$ cat config.mk
export PLATFORM = sky130hd
export DESIGN_NAME = ssm_group_accum
export DESIGN_NICKNAME = d
export VERILOG_FILES = /design/src/rtl/ssm_pkg.sv /design/src/rtl/ssm_xd_fifo.sv /design/src/rtl/ssm_group_accum.sv
export SDC_FILE = /design/constraint.sdc
export NUM_CORES = 1
export LEC_CHECK = 0
export ABC_AREA = 0
export CAP_MARGIN = 5
export CORE_AREA = 2 2 133 109
export DETAILED_ROUTE_END_ITERATION = 12
export DIE_AREA = 0 0 135 111
export PLACE_DENSITY = 0.8
export SYNTH_ARGS = -nofsm -noshare
export SYNTH_HDL_FRONTEND = slang
export SYNTH_SLANG_ARGS = --single-unit
$ cat constraint.sdc
create_clock -name clk -period 6.7 [get_ports clk]
set_input_delay 1.34 -clock clk [delete_from_list [all_inputs] [get_ports clk]]
set_output_delay 1.34 -clock clk [all_outputs]
set_load 0.05 [all_outputs]
$ cat src/rtl/ssm_pkg.sv
// Shared types and lane helpers for the SSM group-reduction stage.
// Helpers work on a fixed MAX_W container so any lane width up to MAX_W can reuse them.
package ssm_pkg;

  localparam int unsigned MAX_W = 64;

  typedef enum logic {ACC, FIN} acc_state_e;

  function automatic logic signed [MAX_W-1:0] sext_lane(input logic [MAX_W-1:0] v,
                                                        input int unsigned   w);
    logic signed [MAX_W-1:0] t;
    t = signed'(v << (MAX_W - w));
    return t >>> (MAX_W - w);
  endfunction

  // Low w bits of the result carry the narrowed value; ovf flags any out-of-range input.
  function automatic logic signed [MAX_W-1:0] sat_narrow(input  logic signed [MAX_W-1:0] s,
                                                         input  int unsigned            w,
                                                         input  logic                   sat,
                                                         output logic                   ovf);
    logic signed [MAX_W-1:0] hi;
    logic signed [MAX_W-1:0] lo;
    hi  = signed'((MAX_W'(1) << (w - 1)) - MAX_W'(1));
    lo  = ~hi;
    ovf = (s > hi) || (s < lo);
    if (sat && (s > hi)) return hi;
    if (sat && (s < lo)) return lo;
    return s;
  endfunction

endpackage

$ cat src/rtl/ssm_xd_fifo.sv
// Power-of-two synchronous FIFO holding one x*D vector per queued group.
module ssm_xd_fifo #(
  parameter int W     = 32,
  parameter int DEPTH = 4
) (
  input  logic         clk,
  input  logic         rstn,
  input  logic         push_i,
  input  logic [W-1:0] wdata_i,
  output logic         full_o,
  input  logic         pop_i,
  output logic [W-1:0] rdata_o,
  output logic         empty_o
);

  localparam int AW = $clog2(DEPTH);

  logic [W-1:0]  mem [DEPTH];
  logic [AW-1:0] wr_ptr;
  logic [AW-1:0] rd_ptr;
  logic [AW:0]   count;
  logic          do_push;
  logic          do_pop;

  assign full_o  = (count == (AW+1)'(DEPTH));
  assign empty_o = (count == '0);
  assign do_push = push_i && !full_o;
  assign do_pop  = pop_i && !empty_o;
  assign rdata_o = mem[rd_ptr];

  always_ff @(posedge clk) begin
    if (do_push) mem[wr_ptr] <= wdata_i;
  end

  // Pointers wrap naturally because DEPTH is a power of two.
  always_ff @(posedge clk or negedge rstn) begin
    if (!rstn) begin
      wr_ptr <= '0;
      rd_ptr <= '0;
      count  <= '0;
    end else begin
      if (do_push) wr_ptr <= wr_ptr + AW'(1);
      if (do_pop)  rd_ptr <= rd_ptr + AW'(1);
      if (do_push && !do_pop)      count <= count + (AW+1)'(1);
      else if (do_pop && !do_push) count <= count - (AW+1)'(1);
    end
  end

endmodule

$ cat src/rtl/ssm_group_accum.sv
// Sums a runtime-sized group of y_tile vectors, adds the group's queued x*D term and
// emits one narrowed result per group over ready/valid streams.
module ssm_group_accum
  import ssm_pkg::*;
#(
  parameter int DW        = 16,
  parameter int H_TILE    = 1,
  parameter int P_TILE    = 1,
  parameter int MAX_TILES = 16,
  parameter int ACC_W     = DW + 8,
  parameter int XD_DEPTH  = 4
) (
  input  logic                               clk,
  input  logic                               rstn,
  input  logic [$clog2(MAX_TILES+1)-1:0]     cfg_tiles_i,
  input  logic                               cfg_sat_i,
  input  logic                               tile_valid_i,
  output logic                               tile_ready_o,
  input  logic [H_TILE*P_TILE*DW-1:0]        y_tile_i,
  input  logic                               xd_valid_i,
  output logic                               xd_ready_o,
  input  logic [H_TILE*P_TILE*DW-1:0]        xd_i,
  output logic                               y_valid_o,
  input  logic                               y_ready_i,
  output logic [H_TILE*P_TILE*DW-1:0]        y_o,
  output logic                               ovf_o,
  output logic                               cfg_err_o
);

  localparam int LANES = H_TILE * P_TILE;
  localparam int CW    = $clog2(MAX_TILES + 1);

  if (ACC_W < DW + $clog2(MAX_TILES + 1) + 1) begin : g_bad_acc_w
    $error("ssm_group_accum: ACC_W too narrow for DW and MAX_TILES");
  end
  if (ACC_W > int'(MAX_W) || DW > int'(MAX_W)) begin : g_bad_max_w
    $error("ssm_group_accum: lane width exceeds ssm_pkg::MAX_W");
  end
  if (XD_DEPTH < 2 || (XD_DEPTH & (XD_DEPTH - 1)) != 0) begin : g_bad_depth
    $error("ssm_group_accum: XD_DEPTH must be a power of two >= 2");
  end

  acc_state_e             state_q;
  acc_state_e             state_d;
  logic [CW-1:0]          cnt_q;
  logic [CW-1:0]          target_q;
  logic                   sat_q;
  logic                   cfg_err_q;
  logic [LANES*DW-1:0]    y_q;
  logic                   y_valid_q;
  logic                   ovf_q;

  logic                   tile_ready;
  logic                   fin_go;
  logic                   tile_fire;
  logic                   first_tile;
  logic                   last_tile;
  logic                   cfg_bad;
  logic [CW-1:0]          cfg_clamped;
  logic [CW-1:0]          target;
  logic [LANES*DW-1:0]    y_next;
  logic [LANES-1:0]       lane_ovf;
  logic [LANES*DW-1:0]    xd_rdata;
  logic                   xd_full;
  logic                   xd_empty;

  ssm_xd_fifo #(
    .W     (LANES * DW),
    .DEPTH (XD_DEPTH)
  ) u_xd_fifo (
    .clk     (clk),
    .rstn    (rstn),
    .push_i  (xd_valid_i),
    .wdata_i (xd_i),
    .full_o  (xd_full),
    .pop_i   (fin_go),
    .rdata_o (xd_rdata),
    .empty_o (xd_empty)
  );

  // Out-of-range tile counts degrade to the nearest legal group size.
  always_comb begin
    cfg_bad     = 1'b0;
    cfg_clamped = cfg_tiles_i;
    if (cfg_tiles_i == '0) begin
      cfg_bad     = 1'b1;
      cfg_clamped = CW'(1);
    end else if (cfg_tiles_i > CW'(MAX_TILES)) begin
      cfg_bad     = 1'b1;
      cfg_clamped = CW'(MAX_TILES);
    end
  end

  assign tile_fire  = tile_valid_i && tile_ready;
  assign first_tile = (cnt_q == '0);
  assign target     = first_tile ? cfg_clamped : target_q;
  assign last_tile  = tile_fire && ((cnt_q + CW'(1)) == target);

  always_ff @(posedge clk or negedge rstn) begin
    if (!rstn) state_q <= ACC;
    else       state_q <= state_d;
  end

  always_comb begin
    state_d = state_q;
    case (state_q)
      ACC:     if (last_tile) state_d = FIN;
      FIN:     if (fin_go)    state_d = ACC;
      default: state_d = ACC;
    endcase
  end

  // FIN may reload the output register in the same cycle it is being accepted.
  always_comb begin
    tile_ready = 1'b0;
    fin_go     = 1'b0;
    case (state_q)
      ACC:     tile_ready = 1'b1;
      FIN:     fin_go     = !xd_empty && (!y_valid_q || y_ready_i);
      default: tile_ready = 1'b0;
    endcase
  end

  always_ff @(posedge clk or negedge rstn) begin
    if (!rstn) begin
      cnt_q     <= '0;
      target_q  <= '0;
      sat_q     <= 1'b0;
      cfg_err_q <= 1'b0;
    end else if (tile_fire) begin
      cnt_q <= last_tile ? '0 : cnt_q + CW'(1);
      if (first_tile) begin
        target_q <= cfg_clamped;
        sat_q    <= cfg_sat_i;
        if (cfg_bad) cfg_err_q <= 1'b1;
      end
    end
  end

  for (genvar k = 0; k < LANES; k++) begin : g_lane
    logic        [DW-1:0]    tile_lane;
    logic        [DW-1:0]    xd_lane;
    logic signed [ACC_W-1:0] tile_ext;
    logic signed [ACC_W-1:0] acc_q;
    logic signed [MAX_W-1:0] s_wide;
    logic        [DW-1:0]    y_lane;
    logic                    ovf_l;

    assign tile_lane = y_tile_i[DW*(k+1)-1 -: DW];
    assign xd_lane   = xd_rdata[DW*(k+1)-1 -: DW];
    assign tile_ext  = ACC_W'(sext_lane(MAX_W'(tile_lane), DW));

    always_ff @(posedge clk or negedge rstn) begin
      if (!rstn)          acc_q <= '0;
      else if (tile_fire) acc_q <= first_tile ? tile_ext : acc_q + tile_ext;
    end

    always_comb begin
      ovf_l  = 1'b0;
      s_wide = sext_lane(MAX_W'(acc_q), ACC_W) + sext_lane(MAX_W'(xd_lane), DW);
      y_lane = DW'(sat_narrow(s_wide, DW, sat_q, ovf_l));
    end

    assign y_next[DW*(k+1)-1 -: DW] = y_lane;
    assign lane_ovf[k]              = ovf_l;
  end

  always_ff @(posedge clk or negedge rstn) begin
    if (!rstn) begin
      y_q       <= '0;
      y_valid_q <= 1'b0;
      ovf_q     <= 1'b0;
    end else if (fin_go) begin
      y_q       <= y_next;
      y_valid_q <= 1'b1;
      if (|lane_ovf) ovf_q <= 1'b1;
    end else if (y_ready_i) begin
      y_valid_q <= 1'b0;
    end
  end

  assign tile_ready_o = tile_ready;
  assign xd_ready_o   = !xd_full;
  assign y_valid_o    = y_valid_q;
  assign y_o          = y_q;
  assign ovf_o        = ovf_q;
  assign cfg_err_o    = cfg_err_q;

endmodule

After elaboration in Yosys (flattened, before gate mapping)
Memories as Yosys holds them, arrays and structs flattened.
Index checks and enable logic that the tools add are counted.
W data, S select, Z words.
Word-level totals
  input bits: 43
  word-level logic and storage cells: 75
  register bits after elaboration: 62
  RAM bits: 64
  output and inout bits: 21
  memories kept: 1
Memory list
  u_xd_fifo.mem: depth 4, width 16, read ports 1, clocked after Yosys merged registers in 0, wr ports 1, line ssm_xd_fifo.sv:18  | logic [W-1:0] mem [DEPTH];
Operators by class
  bitwise logic cells: 1
  magnitude comparators: 3
  mux-type cells: 25
  eq/ne operators: 2
  reduce and logical (&&, ||, !) cells: 24
  add/subtract/negate cells: 7
Operator list (count)
  $mux W16: 4
  $add A24 B16 Y25: 1
  $gt A25 B16 Y1 const B: 1
  $lt A25 B16 Y1 const B: 1
  $add A24 B16 Y24: 1
  $mux W24: 1
  $mux W5: 4
  $mux W1: 13
  $logic_not A5 Y1: 2
  $logic_and A1 B1 Y1: 9
  $mux W3: 2
  $add A5 B1 Y5 const B: 1
  $eq A5 B5 Y1: 1
  $gt A5 B5 Y1 const B: 1
  $logic_not A1 Y1: 5
  $add A2 B1 Y2 const B: 2
  $reduce_and A2 Y1: 2
  $reduce_bool A2 Y1: 2
  $add A3 B1 Y3 const B: 1
  $eq A3 B3 Y1 const B: 1
  $logic_not A3 Y1: 1
  $reduce_and A3 Y1: 1
  $sub A3 B1 Y3 const B: 1
  $logic_or A1 B1 Y1: 2
  other kinds (2): 2

Logic depth before layout (Yosys ltp)
  word-level depth: 8
  gate-level depth with buffers: 15
  gate-level depth less buffers: 13

By module
Synthesis repeated with hierarchy kept, for this count alone.
Second synthesis, totals
  cells, all modules: 764
  area total of the unflattened synthesis: 8029.0 um^2
By module, submodules not included
  ssm_group_accum: seq. area each 1376.3 um^2, cells each 644, area an instance 5250.0 um^2, times used 1
  ssm_xd_fifo: seq. area each 2097.0 um^2, cells each 120, area an instance 2778.9 um^2, times used 1

Least setup slack after synthesis
Ideal clock, no wire load.
  path kind: reg-to-reg
  start: register u_xd_fifo.rd_ptr[0]
  end: register y_q[15], in the netlist y_o[15]
  arrival: 4.901 ns
  path buffers: 4
  required time: 6.557 ns
  cell stages (with the launch flop): 16
  path slack: 1.656 ns
  clock period less this slack: 5.044 ns
  setup time: 0.143 ns
  cell sequence: dfrtp_1 -> clkbuf_1 -> clkbuf_1 -> mux4_2 -> ha_1 -> buf_2 -> a21oi_1 -> o21bai_1 -> a221oi_1 -> mux2i_1 -> nand3_1 -> or4_1 -> or4b_4 -> a31oi_4 -> buf_6 -> a221oi_1
Between the ends
  cells in the longest elaborated chain, start to end: 8
  elaborated cells between the ends (all ways): 12
  those cells by class: add/sub (1); order compare (2); mux (6); reduce/logical (2); memory (1)
Ends and longest elaborated chain
  start: declaration: line ssm_xd_fifo.sv:20  | logic [AW-1:0] rd_ptr;
  start signal: assignment: line ssm_xd_fifo.sv:43  | if (do_pop) rd_ptr <= rd_ptr + AW'(1);
  $mem_v2 Z4 W16 (*)
  $add A24 B16 Y25 (*): line ssm_group_accum.sv:160  | s_wide = sext_lane(MAX_W'(acc_q), ACC_W) + sext_lane(MAX_W'(xd_lane), DW);
  $lt A25 B16 Y1: line ssm_pkg.sv:27  | if (sat && (s < lo)) return lo;
  $logic_and A1 B1 Y1: line ssm_pkg.sv:27
  $mux W1 (2 in series): line ssm_pkg.sv:27
  $mux W16: line ssm_pkg.sv:28  | return s;
  $mux W16 (*): line ssm_pkg.sv:27
  end signal: assignment: line ssm_group_accum.sv:174  | y_q <= y_next;
  end: declaration: line ssm_group_accum.sv:49  | logic [LANES*DW-1:0] y_q;
Mark *: on every way between the ends. The rest lies on a longest branch, timed or not. The select of a mux whose other input is x is not followed.
A chain may end at the register's enable or synchronous reset.

Worst setup path in the final report
  start: register u_xd_fifo.rd_ptr[0]
  end: register y_q[5], in the netlist y_o[5]
The elaborated chain is that of the path after synthesis.

==> results.json <==
{
  "arrival_ns": 5.50,
  "final_common_cell": "nand2_1",
  "core.rowCount": 39,
  "startpoint_type": "flop",
  "end_kind": "flop",
  "critPathRequiredTime_ns": 7.06,
  "nFillCells": 1025,
  "antenna_cells": 0,
  "multi_input_area_sq_um": 4200,
  "io_pins": 64,
  "clock_skew_ns": 0.00786,
  "ctsHoldBuffers": 0,
  "wl_per_cell_microns": 18.6,
  "viasPerCell": 6.17,
  "regArea_sq_um": 3470,
  "synth_edf_count": 64,
  "cpMaxStageDelayCell": "dfrtp_1",
  "grt_usage_pct": 26.7,
  "areaGrowthSynthToFinish_pct": 17.1,
  "dieArea_sq_um": 15000,
  "vias": 6228,
  "grt_overflow": 0,
  "drt_iter0_markers": 596,
  "synth-async-reset-ratio_pct": 49.2,
  "rsz0062_at_grt": "false",
  "max_slew.worst_pin.slew_ns": 0.933,
  "path_cells": "mux4_2, ha_1, a21oi_1, o21bai_1, a221oi_1, mux2i_1, nand3_1, or4_1, or4b_4, a31oi_4, a221o_2",
  "cp_slowest_stage_delay_ns": 0.83,
  "setup_viol": 0,
  "start_util_pct": 56.9,
  "cts_setup_buffers": 0,
  "grt_pass1_vias": 6146,
  "period_needed_ns": 5.14,
  "portBuffers": 63,
  "die_w_microns": 135,
  "fmax_mhz": 195,
  "die_h_microns": 111,
  "numCtsBuffers": 17,
  "critPathMaxFanout": 16,
  "synth_warnings": 0,
  "ys_types": 72,
  "core_sq_um": 13900,
  "synth-seq-cells": 126,
  "syn_nets": 854,
  "antenna_found_initial": 0,
  "slew_viol_final": 0,
  "status": "finished clean",
  "hpwl_mm": 13.2,
  "htreeDepth": 4,
  "drc_errors": 0,
  "nNetsFinal": 915,
  "cts_root_buf": "clkbuf_16",
  "worstSkewPairLatency_ns": 0.43,
  "grt_max_degree": 63,
  "clk_pin_slew_ns": 0.06,
  "cap_violations": 0,
  "place_congestion": 0.922,
  "clk_path_buf_depth": 2,
  "seq_area_frac_synth_pct": 44.0,
  "routed_wl_mm": 18.8,
  "ys.flop_type": "edfxtp_1",
  "hold_class": "flop to flop",
  "hold_violations": 0,
  "cts_tree": "built",
  "cts_resized": 0,
  "period_share_pct": 76.7,
  "postSynthAreaPerCell_sq_um": 10.5,
  "ant_nets": 0,
  "cts.sinks": 126,
  "fin_setup_tns_ns": 0,
  "final_cell_mix": "74 x nand2_1, 64 x edfxtp_1, 62 x dfrtp_1, 62 x clkdlybuf4s50_1, 57 x a21oi_1",
  "syn_area_sq_um": 7890,
  "maxSlewHeadroom_pct": 37.8,
  "crit_type": "flop to flop",
  "layout-drive-gt1-share_pct": 11.3,
  "dr.pass1.iters": 5,
  "synthCells": 752,
  "grt_pass1_wl_mm": 31.2
}
synth_stat cells, types with 5 or more instances:
| cell type | count | share of area [%] |
|---|---|---|
| nand3_1 | 15 | 0.95 |
| a21o_1 | 11 | 1.0 |
| xor2_1 | 13 | 1.4 |
| ha_1 | 56 | 8.9 |
| xnor2_1 | 27 | 3.0 |
| nand2_1 | 74 | 3.5 |
| o21ai_0 | 46 | 2.9 |
| edfxtp_1 | 64 | 24 |
| o21a_1 | 8 | 0.76 |
| o31ai_1 | 7 | 0.67 |
| nand2b_1 | 13 | 1.0 |
| mux4_2 | 16 | 4.6 |
| a21oi_1 | 57 | 3.6 |
| nor3_1 | 8 | 0.51 |
| nor2b_1 | 7 | 0.55 |
| a31oi_1 | 14 | 1.1 |
| dfrtp_1 | 62 | 20 |
| clkbuf_1 | 19 | 0.90 |
| nor3b_1 | 5 | 0.48 |
| a221o_2 | 15 | 2.1 |
| o21bai_1 | 8 | 0.76 |
| nor2_1 | 56 | 2.7 |
| inv_1 | 28 | 1.3 |
| mux2i_1 | 8 | 1.0 |
| o211ai_1 | 15 | 1.4 |
| and3_1 | 12 | 0.95 |
| a211oi_1 | 5 | 0.48 |
| buf_2 | 7 | 0.44 |
| nand4_1 | 9 | 0.71 |
kinds of logic (layout without fill, tap and decap cells):
kind of cell	count (synthesis)	after routing	share of synthesized area, %
flip-flops	126	126	44.0
XOR/XNOR	40	40	4.44
adder cells (fa/ha/maj)	60	60	9.77
AND/OR/NAND/NOR	222	222	13.9
AO/OA/AOI/OAI	220	220	18.9
buffers and inverters	56	130	2.87
multiplexers	28	28	6.15
critical path, delay by kind of cell (launching register included):
kind	cells	cell delay [ns]
adders and majority gates	1	0.43
and+or+nand+nor	3	1.09
DFF	1	0.83
muxes	2	0.97
AOI/OAI and AO/OA	5	1.73
state kept, by name, summed over array words and instances (netlist names):
name / flops
u_xd_fifo.mem: 64
target_q: 5
u_xd_fifo.rd_ptr: 2
u_xd_fifo.wr_ptr: 2
u_xd_fifo.count: 3
state_q: 1
y_o: 16
sat_q: 1
y_valid_o: 1
cnt_q: 5
cfg_err_o: 1
g_lane.acc_q: 24
ovf_o: 1
per-layer routing:
layer / routed length (microns) / track usage, %
met5: 0 / 0
met4: 429 / 8.82
met3: 973 / 6.45
met2: 8970 / 42.5
met1: 8410 / 36.0
final cells by class:
type / instances / share of cell area (%)
multi-input cells: 570 / 45.5
well taps: 184 / 2.49
repair buffers: 70 / 7.34
clock buffers: 19 / 4.79
inverters: 28 / 1.14
clock inverters: 13 / 1.19
flip-flops and latches: 126 / 37.6
path summary, 6_finish.rpt:
kind,startpoint,endpoint,slack [ns],cells past startpoint
hold reg to reg,cfg_err_o,cfg_err_o,0.49,1
setup reg to reg,u_xd_fifo.rd_ptr[0],y_o[5],1.56,11
hold / removal,cfg_err_o,cfg_err_o,0.49,1
min in group asynchronous,rstn,cfg_err_o,1.09,2
setup / recovery,u_xd_fifo.rd_ptr[0],y_o[5],1.56,11
max in group asynchronous,rstn,y_o[11],5.03,2
stage by stage:
step	hold slack, ns	instances	cell area (sq um)	utilization, %	setup WS (ns)
final	0.487	1010	9240	66.7	1.56
after global routing	0.497	1010	9240	66.7	1.27
after CTS	0.489	1010	9240	66.7	1.65
after detailed placement	0.472	978	8690	62.7	1.68
after global placement	0.460	978	8690	62.7	1.79
after floorplan	0.450	752	7890	-	1.66
Power is not shown: default switching activity piles up to over one toggle a cycle in this logic, so the estimate is an artifact.
